[src/rtl/pc_gen.sv]
// Fetch-stage program counter: boot/run/halt control, next-PC selection with
// trap and misaligned-target handling, and holding of redirects that arrive during stalls.
module pc_gen #(
    parameter int                         ADDRESS_WIDTH = 32,
    parameter int                         DATA_WIDTH    = 32,
    parameter logic [ADDRESS_WIDTH-1:0]   RESET_VECTOR  = '0,
    parameter logic [ADDRESS_WIDTH-1:0]   TRAP_VECTOR   = ADDRESS_WIDTH'(32'h0000_0100),
    parameter int                         INSTR_BYTES   = 4
) (
    input  logic                     clk,
    input  logic                     rst_n,
    input  logic                     stall,
    input  logic [1:0]               pcsrc,
    input  logic [ADDRESS_WIDTH-1:0] pce,
    input  logic [DATA_WIDTH-1:0]    immexte,
    input  logic [DATA_WIDTH-1:0]    aluresult,
    input  logic                     trap,
    input  logic                     halt,
    output logic [ADDRESS_WIDTH-1:0] pcf,
    output logic [ADDRESS_WIDTH-1:0] pcplusf,
    output logic                     fetch_valid,
    output logic                     misaligned,
    output logic                     pending
);

    localparam int ALIGN_BITS = $clog2(INSTR_BYTES);
    localparam logic [ADDRESS_WIDTH-1:0] STEP = ADDRESS_WIDTH'(INSTR_BYTES);

    typedef enum logic [1:0] {
        S_BOOT   = 2'd0,
        S_RUN    = 2'd1,
        S_HALTED = 2'd2
    } state_e;

    state_e                   state_q, state_d;
    logic [ADDRESS_WIDTH-1:0] pc_q, pc_d;
    logic [ADDRESS_WIDTH-1:0] held_q, held_d;
    logic                     pending_q, pending_d;
    logic                     mis_q, mis_d;

    logic signed [DATA_WIDTH-1:0] imm_s;
    logic [ADDRESS_WIDTH-1:0]     br_target;
    logic [ADDRESS_WIDTH-1:0]     jalr_target;
    logic [ADDRESS_WIDTH-1:0]     target;
    logic                         redir_req;
    logic                         target_mis;

    // Target selection; pcsrc 11 is never a request, so it has no side effects.
    always_comb begin
        imm_s       = signed'(immexte);
        br_target   = pce + ADDRESS_WIDTH'(imm_s);
        jalr_target = ADDRESS_WIDTH'(aluresult) & ~ADDRESS_WIDTH'(1);
        redir_req   = (pcsrc == 2'b01) || (pcsrc == 2'b10);
        target      = (pcsrc == 2'b10) ? jalr_target : br_target;
        target_mis  = |target[ALIGN_BITS-1:0];
    end

    always_comb begin
        state_d   = state_q;
        pc_d      = pc_q;
        held_d    = held_q;
        pending_d = pending_q;
        mis_d     = 1'b0;
        case (state_q)
            S_BOOT: begin
                state_d = S_RUN;
            end
            S_RUN: begin
                if (trap) begin
                    pc_d      = TRAP_VECTOR;
                    pending_d = 1'b0;
                end else if (redir_req && target_mis) begin
                    pc_d      = TRAP_VECTOR;
                    pending_d = 1'b0;
                    mis_d     = 1'b1;
                end else if (redir_req && !stall) begin
                    pc_d      = target;
                    pending_d = 1'b0;
                end else if (redir_req) begin
                    held_d    = target;
                    pending_d = 1'b1;
                end else if (stall) begin
                    pc_d = pc_q;
                end else if (pending_q) begin
                    // A released held redirect outranks a halt request.
                    pc_d      = held_q;
                    pending_d = 1'b0;
                end else if (halt) begin
                    state_d = S_HALTED;
                end else begin
                    pc_d = pcplusf;
                end
            end
            S_HALTED: begin
                if (trap) begin
                    pc_d      = TRAP_VECTOR;
                    pending_d = 1'b0;
                    state_d   = S_RUN;
                end
            end
            default: begin
                state_d = S_BOOT;
            end
        endcase
    end

    always_ff @(posedge clk or negedge rst_n) begin
        if (!rst_n) begin
            state_q   <= S_BOOT;
            pc_q      <= RESET_VECTOR;
            held_q    <= '0;
            pending_q <= 1'b0;
            mis_q     <= 1'b0;
        end else begin
            state_q   <= state_d;
            pc_q      <= pc_d;
            held_q    <= held_d;
            pending_q <= pending_d;
            mis_q     <= mis_d;
        end
    end

    assign pcf         = pc_q;
    assign pcplusf     = pc_q + STEP;
    assign fetch_valid = (state_q == S_RUN);
    assign misaligned  = mis_q;
    assign pending     = pending_q;

endmodule

[config.mk]
export PLATFORM = sky130hd
export DESIGN_NAME = pc_gen
export DESIGN_NICKNAME = d
export VERILOG_FILES = /design/src/rtl/pc_gen.sv
export SDC_FILE = /design/constraint.sdc
export NUM_CORES = 1
export LEC_CHECK = 0
export BUFFER_PORTS_ARGS = -buffer_cell sky130_fd_sc_hd__buf_4
export CORE_MARGIN = 2
export CORE_UTILIZATION = 42
export DETAILED_ROUTE_END_ITERATION = 8
export PLACE_DENSITY = 0.66
export SYNTH_ARGS = -nofsm -noshare
export SYNTH_HDL_FRONTEND = slang
export SYNTH_SLANG_ARGS = --single-unit
[constraint.sdc]
create_clock -name clk -period 2.9 [get_ports clk]
set_input_delay 0.145 -clock clk [delete_from_list [all_inputs] [get_ports clk]]
set_output_delay 0.145 -clock clk [all_outputs]
set_load 0.02 [all_outputs]
==> results.toml, run 1 <==
[sta]
slew_headroom_pct = 40.5
finalSetupViolCount = 0
rsz0062_at_grt = "no"
finalSetupTns_ns = 0
hold_viol_final = 0
finalCriticalPeriod_ns = 2.72
worstMarginPinSlew_ns = 0.892
whs_ns = 0.0338
timing.final.ws_setup_ns = 0.184
fin_crit_sh_pct = 93.7
finalClockSkew_ns = 0.00618
fmax_ghz = 0.368
maxSlewViolCount = 0

[clocking]
post_cts_buffers = 0
hold_buffers = 1
cts_max_level = 3
ctsLongestPathBuffers = 2
cts-buffers-inserted = 9
insertion_delay_ns = 0.33
cts-root-buf = "clkbuf_16"
cts.clk_slew.worst_paths_ns = 0.06
cts_sinks = 68
cts_tree = "built"
ctsResizeCount = 0

[yosys]
synth-edff-count = 0
ys_seq_area_share_pct = 27.9
synthDistinctLibCells = 83
ys_ff_latch = 68
syn-num-nets = 865
synth_top_area_share_pct = 27.9
yosys-top-cells-area = "dfrtp_1 28%, ha_1 7.4%, nand2_1 5.4%, xnor2_1 5.0%, o21ai_0 4.4%"
yosys_warnings = 0
avgSynthCellArea_um2 = 8.40
synth_area_mm2 = 0.00609
synthFlopType = "dfrtp_1"
synth.largest_area_cell = "dfrtp_1"
syn_inst = 725
async_reset_ff_share_pct = 100

[power]
p_clk_share_pct = 25.0
power_density_mw_per_mm2 = 714
combPwrFrac_pct = 47.0
leakage_nw = 3.82
p_int_mw = 3.47
ir_drop_uv = 345
p_switching_mw = 2.23
switching_share_pct = 39.1
finalPower_mw = 5.70
power_frac_seq_pct = 28.0

[layout]
mostFrequentLayoutCell = "buf_4"
area_growth_pct = 31.1
final_cell_mix = "184 x buf_4, 87 x nand2_1, 68 x dfrtp_1"
fillers = 1390
fin_area_mm2 = 0.00799
drive_above_1_share_pct = 28.5
diodes = 0
nNetsFinal = 1027
final_util_pct = 55.6
final_cells = 1076

[placement]
dp.cells = 1059
portBuffers = 168
place_area_mm2 = 0.00759
place_hpwl_mm = 14.1
gp_congestion = 0.895
post-place-ws_ns = 0.124

[route]
route.detailed.drc = 0
first_pass_iters = 5
drt-wirelength-per-cell_um = 16.8
first_iter_violations = 398
routed_wl_mm = 18.0
vias_per_cell = 5.64
vias = 6073
detail-route-antenna-nets = 0

[global_routing]
gr-total-overflow = 0
grt_usage_pct = 23.0
grt_pass1_vias = 5728
antenna_found_initial = 0
grt_pass1_wl_mm = 29.3
grt_start_max_net_pins = 69

[setup_path]
startpoint = "pcf[17]$_DFFE_PN0P_"
cp_max_fo = 8
cp_data_arrival_time_ns = 2.57
cp-start-kind = "flop"
cp.required_ns = 2.76
end_kind = "output pin"
critical_path_class = "flop to output pin"
reg2reg_from = "pcf[4]$_DFFE_PN0P_"

[floorplan]
die_h_um = 124
fp-row-count = 44
ioPinCount = 170
die_w_um = 124
die-area_mm2 = 0.0155
coreArea_mm2 = 0.0144
initial_utilization_pct = 42.4

[run]
drv_cap = 0

[worst_hold_path]
hp-class = "input pin to flop"
hp-start = "trap"

[outcome]
status = "finished, final reports clean"
==> cell type report <==
| type | count | area [um^2] | share of cell area, % |
|---|---|---|---|
| Tap cell | 184 | 230 | 2.88 |
| Clock buffer | 9 | 225 | 2.82 |
| Inverter | 18 | 67.6 | 0.846 |
| Timing Repair Buffer | 187 | 1430 | 17.9 |
| Sequential cell | 68 | 1700 | 21.3 |
| Clock inverter | 7 | 163 | 2.04 |
| Multi-Input combinational cell | 603 | 4170 | 52.2 |
==> power groups by stage <==
stage	combinational [mW]	sequential [mW]	clock [mW]
2_1_floorplan	1.54	1.67	0
3_3_place_gp	2.63	1.59	0
3_5_place_dp	2.66	1.60	0
4_1_cts	2.68	1.59	1.44
5_1_grt	2.89	1.65	1.49
6_report	2.68	1.60	1.43
==> kinds of logic after synthesis <==
| group | Yosys count | share of synthesized area (%) |
|---|---|---|
| and+or+nand+nor | 241 | 19.4 |
| AOI/OAI and AO/OA | 234 | 27.0 |
| DFF | 68 | 27.9 |
| buffers and inverters | 54 | 3.78 |
| muxes | 37 | 6.41 |
| xor gates and xnor gates | 54 | 7.77 |
| adders and majority gates | 37 | 7.73 |
==> state kept, by name (all words and copies together) (netlist names) <==
register / flops
misaligned: 1
pcf: 32
pending: 1
held_q: 32
state_q: 2
==> synthesized netlist by cell type, types with 9 or more instances <==
cell type	number
o211ai_1	11
xor2_1	19
xnor2_1	35
o21ai_0	54
inv_1	17
and3_1	9
a21o_1	22
dfrtp_1	68
ha_1	36
a21oi_1	50
nor3_1	9
nand4_1	12
clkbuf_1	25
a221o_1	9
nand3_1	22
mux2i_1	24
mux2_2	12
nand2_1	87
nor2_1	50
==> worst paths after layout <==
kind	endpoint	slack [ns]	depth (start not counted)
setup / recovery	pcplusf[28]	0.18	7
hold / removal	misaligned$_DFF_PN0_	0.03	2
setup reg to reg	pcf[21]$_DFFE_PN0P_	0.48	8
hold reg to reg	held_q[15]$_DFFE_PN0P_	0.47	2
max in group asynchronous	pcf[6]$_DFFE_PN0P_	1.84	2
min in group asynchronous	pcf[16]$_DFFE_PN0P_	0.48	2
==> per-layer routing <==
metal	up-vias	wire [um]	track usage, %
li1	3001	-	-
met1	2856	8800	34.1
met2	199	8080	35.9
met3	17	972	2.79
met4	0	187	4.96
met5	-	0	0
==> critical path, stage by stage (launching register included) <==
cell	delay [ns]
dfrtp_1	0.49
and4_1	0.30
and3_4	0.22
nand4_1	0.13
or3_1	0.55
nor2_2	0.22
xor2_1	0.16
buf_4	0.16
Note: power is estimated with default switching activity, not from simulation.
==> run 2, diff against run 1 <==
--- a/config.mk
+++ b/config.mk
@@ -6,6 +6,7 @@
 export NUM_CORES = 1
 export LEC_CHECK = 0
 export BUFFER_PORTS_ARGS = -buffer_cell sky130_fd_sc_hd__buf_4
+export CORE_ASPECT_RATIO = 0.7
 export CORE_MARGIN = 2
 export CORE_UTILIZATION = 42
 export DETAILED_ROUTE_END_ITERATION = 8
==> run 2 against run 1 <==
Effect of this change:
- critical path depth stayed put
- via count rose by 3.7%
- combinational power up 1%
- cell count rose by 0.65%
- sequential cell count unchanged
- clock-buffer cell count is 2 higher
- core utilization grew 0.52 points
- highest routed layer unchanged
- first-iteration DRC count increased by 42%
- routed wire length up 8.9%
==> results.toml, run 2 (same netlist as run 1, synthesis figures left out) <==
[outcome]
status = "finished, final reports clean"

[clocking]
cts.clk_slew.worst_paths_ns = 0.05
cts_max_level = 3
ctsResizeCount = 0
cts_tree = "built"
ctsLongestPathBuffers = 2
post_cts_buffers = 0
insertion_delay_ns = 0.33
cts-root-buf = "clkbuf_16"
hold_buffers = 1
cts-buffers-inserted = 9
cts_sinks = 68

[global_routing]
grt_start_max_net_pins = 69
antenna_found_initial = 0
grt_pass1_vias = 5802
gr-total-overflow = 0
grt_usage_pct = 24.8
grt_pass1_wl_mm = 30.8

[power]
p_int_mw = 3.06
combPwrFrac_pct = 51.1
p_clk_share_pct = 18.6
ir_drop_uv = 396
power_frac_seq_pct = 30.3
switching_share_pct = 42.6
leakage_nw = 3.77
finalPower_mw = 5.33
power_density_mw_per_mm2 = 676
p_switching_mw = 2.27

[sta]
finalSetupViolCount = 0
maxSlewViolCount = 0
finalSetupTns_ns = 0
fin_crit_sh_pct = 92.7
slew_headroom_pct = 40.0
finalClockSkew_ns = 0.00746
worstMarginPinSlew_ns = 0.901
rsz0062_at_grt = "no"
finalCriticalPeriod_ns = 2.69
fmax_ghz = 0.372
hold_viol_final = 0

[setup_path]
cp.required_ns = 2.76
cp_max_fo = 8
cp_data_arrival_time_ns = 2.54
reg2reg_from = "pcf[2]$_DFFE_PN0P_"
end_kind = "output pin"
startpoint = "pcf[17]$_DFFE_PN0P_"
critical_path_class = "flop to output pin"
cp-start-kind = "flop"

[route]
drt-wirelength-per-cell_um = 18.1
vias = 6300
first_iter_violations = 564
detail-route-antenna-nets = 0
first_pass_iters = 5
routed_wl_mm = 19.6
vias_per_cell = 5.82
route.detailed.drc = 0

[layout]
final_cell_mix = "185 x buf_4, 87 x nand2_1, 68 x dfrtp_1"
nNetsFinal = 1028
drive_above_1_share_pct = 28.4
area_growth_pct = 29.4
diodes = 0
mostFrequentLayoutCell = "buf_4"
final_util_pct = 56.1
fillers = 1279

[placement]
place_hpwl_mm = 15.5
portBuffers = 168
gp_congestion = 0.894

[worst_hold_path]
hp-class = "input pin to flop"
hp-start = "trap"

[floorplan]
die-area_mm2 = 0.0155
coreArea_mm2 = 0.0141
fp-row-count = 36
die_w_um = 148
ioPinCount = 170
initial_utilization_pct = 43.3
die_h_um = 105

[run]
drv_cap = 0
[run 2: cell count changes in the layout (fill, tap and decap cells not counted)]
cell	before	now
bufinv_16	5	0
clkinv_2	1	4
buf_4	184	185
clkbuf_1	0	1
clkbuf_8	0	1
[run 2: path summary, 6_finish.rpt]
check	endpoint	slack, ns	cells past startpoint
hold / removal	misaligned$_DFF_PN0_	0.05	2
hold reg to reg	held_q[13]$_DFFE_PN0P_	0.47	2
setup / recovery	pcplusf[28]	0.21	7
max in group asynchronous	pcf[15]$_DFFE_PN0P_	1.81	2
setup reg to reg	pcf[24]$_DFFE_PN0P_	0.43	8
min in group asynchronous	pcf[7]$_DFFE_PN0P_	0.49	2
[run 2: per-layer routing]
metal / global-route usage, % / share of wire, % / up-vias
li1: - / - / 2996
met2: 34.7 / 41 / 325
met5: 0 / 0 / -
met4: 5.78 / 1.3 / 0
met1: 39.6 / 49 / 2955
met3: 3.58 / 8.8 / 24
[run 2: through the flow]
stage	worst slack, ns	hold slack (ns)	instances	cell area, um^2
6_report	0.213	0.0502	1083	7880
5_1_grt	0.0649	0.0577	1083	7880
4_1_cts	0.222	0.0458	1083	7880
3_5_place_dp	0.0874	0.321	1066	7600
3_3_place_gp	0.167	0.318	1066	7600
2_1_floorplan	0.425	-0.151	725	6090
[run 2: area by class of cell]
type                    instances  area (um^2)  share of cell area [%]
multi-input cells             603         4170                    52.9
well taps                     190          238                    3.02
clock inverters                 5         27.5                   0.349
inverters                      18         67.6                   0.857
repair buffers                188         1440                    18.3
clock buffers                  11          243                    3.08
flip-flops and latches         68         1700                    21.6
[run 2: worst max-delay path, stage by stage (launching register included)]
cell	delay, ns
dfrtp_1	0.47
and4_1	0.31
and3_4	0.23
nand4_1	0.11
or3_1	0.55
nor2_2	0.22
xor2_1	0.16
buf_4	0.16
[run 2: power groups by stage]
stage          Clock (mW)  Sequential [mW]  Combinational (mW)
6_report            0.992             1.61                2.72
4_1_cts             0.999             1.61                2.70
5_1_grt              1.04             1.66                2.92
2_1_floorplan           0             1.67                1.54
3_3_place_gp            0             1.60                2.64
3_5_place_dp            0             1.62                2.68
==> run 3, diff against run 2 <==
--- a/config.mk
+++ b/config.mk
@@ -8,9 +8,8 @@
 export BUFFER_PORTS_ARGS = -buffer_cell sky130_fd_sc_hd__buf_4
 export CORE_ASPECT_RATIO = 0.7
 export CORE_MARGIN = 2
-export CORE_UTILIZATION = 42
+export CORE_UTILIZATION = 30
 export DETAILED_ROUTE_END_ITERATION = 8
-export PLACE_DENSITY = 0.66
 export SYNTH_ARGS = -nofsm -noshare
 export SYNTH_HDL_FRONTEND = slang
 export SYNTH_SLANG_ARGS = --single-unit
==> run 3 against run 2 <==
Effect of this change:
- critical path depth down 1
- global-route usage down 5.7 points
- routed wire length up 5.7%
- worst hold slack got worse by 0.018 ns
- power increased by 0.45%
- sequential share of layout area fell by 0.38 points
- register-to-register slack got worse by 0.10 ns
- die area is 39% higher
- cell count rose by 7.8%
- critical path type unchanged
- largest cell class unchanged
==> results.toml, run 3 (same netlist as run 1, synthesis figures left out) <==
[sta]
fin_crit_sh_pct = 94.4
finalClockSkew_ns = 0.00679
hold_viol_final = 0
finalSetupTns_ns = 0
maxSlewViolCount = 0
rsz0062_at_grt = "no"
fmax_ghz = 0.365
slew_headroom_pct = 39.3
finalCriticalPeriod_ns = 2.74
finalSetupViolCount = 0
worstMarginPinSlew_ns = 0.910

[clocking]
ctsLongestPathBuffers = 2
cts-buffers-inserted = 9
cts_max_level = 3
insertion_delay_ns = 0.34
cts-root-buf = "clkbuf_16"
cts.clk_slew.worst_paths_ns = 0.06
cts_tree = "built"
cts_sinks = 68

[outcome]
status = "finished, final reports clean"

[setup_path]
cp_data_arrival_time_ns = 2.59
cp.required_ns = 2.76
critical_path_class = "flop to output pin"
end_kind = "output pin"
cp-start-kind = "flop"
cp_max_fo = 7

[floorplan]
initial_utilization_pct = 30.7
ioPinCount = 170
fp-row-count = 43
die_h_um = 123
die-area_mm2 = 0.0215
die_w_um = 174
coreArea_mm2 = 0.0199

[global_routing]
antenna_found_initial = 0
grt_usage_pct = 19.1
grt_pass1_wl_mm = 31.7
grt_start_max_net_pins = 69
gr-total-overflow = 0
grt_pass1_vias = 5617

[run]
drv_cap = 0

[route]
vias = 6012
route.detailed.drc = 0
routed_wl_mm = 20.8
drt-wirelength-per-cell_um = 17.8
first_pass_iters = 6
first_iter_violations = 455
vias_per_cell = 5.15
detail-route-antenna-nets = 0

[power]
switching_share_pct = 42.8
leakage_nw = 3.80
p_int_mw = 3.06
combPwrFrac_pct = 51.6
power_density_mw_per_mm2 = 667
power_frac_seq_pct = 30.0
p_switching_mw = 2.29
p_clk_share_pct = 18.4
finalPower_mw = 5.35
ir_drop_uv = 479

[layout]
final_cell_mix = "190 x buf_4, 87 x nand2_1, 67 x dfrtp_1"
final_cells = 1167
mostFrequentLayoutCell = "buf_4"
area_growth_pct = 31.8
nNetsFinal = 1034
fin_area_mm2 = 0.00803
drive_above_1_share_pct = 28.9
diodes = 0

[placement]
dp.cells = 1152
portBuffers = 168
gp_congestion = 0.858
place_hpwl_mm = 16.6
place_area_mm2 = 0.00776

[worst_hold_path]
hp-class = "input pin to flop"
-- run 3: changes by cell type in the layout (fill, tap and decap cells not counted), sizes merged --
cell and delta:
clkinvlp -1, buf +6, clkinv -1
-- run 3: final timing paths --
| path | start | slack [ns] | end | cells after the start |
|---|---|---|---|---|
| max | pcf[4]$_DFFE_PN0P_ | 0.16 | pcplusf[25] | 6 |
| min reg2reg | held_q[13]$_DFFE_PN0P_ | 0.48 | held_q[13]$_DFFE_PN0P_ | 2 |
| max reg2reg | pcf[4]$_DFFE_PN0P_ | 0.33 | pcf[21]$_DFFE_PN0P_ | 8 |
| max in group asynchronous | rst_n | 1.76 | pcf[17]$_DFFE_PN0P_ | 2 |
| min in group asynchronous | rst_n | 0.48 | held_q[7]$_DFFE_PN0P_ | 2 |
| min | trap | 0.03 | misaligned$_DFF_PN0_ | 2 |
-- run 3: per-layer routing --
metal  vias to the layer above  part of all wire (%)  global-route usage [%]
met4                         0                  0.86                    4.15
met3                        14                   6.0                    2.95
met2                       177                    39                    26.5
met1                      2812                    54                    30.5
li1                       3009                     -                       -
met5                         -                     0                       0
-- run 3: what timing repair did --
action,4_1_cts,5_1_grt
hold buffers,1,0
resized for setup,0,1
hold endpoints to repair,68,0
endpoints found under the setup margin,0,1
setup buffers,0,0
-- run 3: layout make-up --
type,instances,area (um^2)
sequential,68,1700
multi-input combinational,603,4170
inverter,18,67.6
clock inverter,3,15.0
tap,270,338
timing repair buffer,194,1500
clock buffer,11,243
fill,2041,11800
-- run 3: power by group through the flow --
stage / Clock, mW / Combinational [mW] / Sequential [mW]
global route: 1.04 / 2.98 / 1.65
floorplan: 0 / 1.54 / 1.67
finish: 0.987 / 2.76 / 1.60
global placement: 0 / 2.72 / 1.60
detailed placement: 0 / 2.75 / 1.62
CTS: 0.998 / 2.76 / 1.60
-- run 3: worst max-delay path, stage by stage (launching register included) --
cell     delay (ns)
dfrtp_1        0.46
and4_1         0.30
nand3_1        0.22
nor2_1         0.56
nand4_1        0.20
xnor2_1        0.29
buf_4          0.22
-- run 3: through the flow --
stage | util, % | hold slack, ns | worst slack [ns]
after floorplan | - | -0.151 | 0.425
after global placement | 39.1 | 0.327 | 0.0638
after detailed placement | 39.1 | 0.332 | 0.0412
after CTS | 40.4 | 0.0252 | 0.0858
after global routing | 40.4 | 0.0387 | 0.0267
final | 40.4 | 0.0325 | 0.163
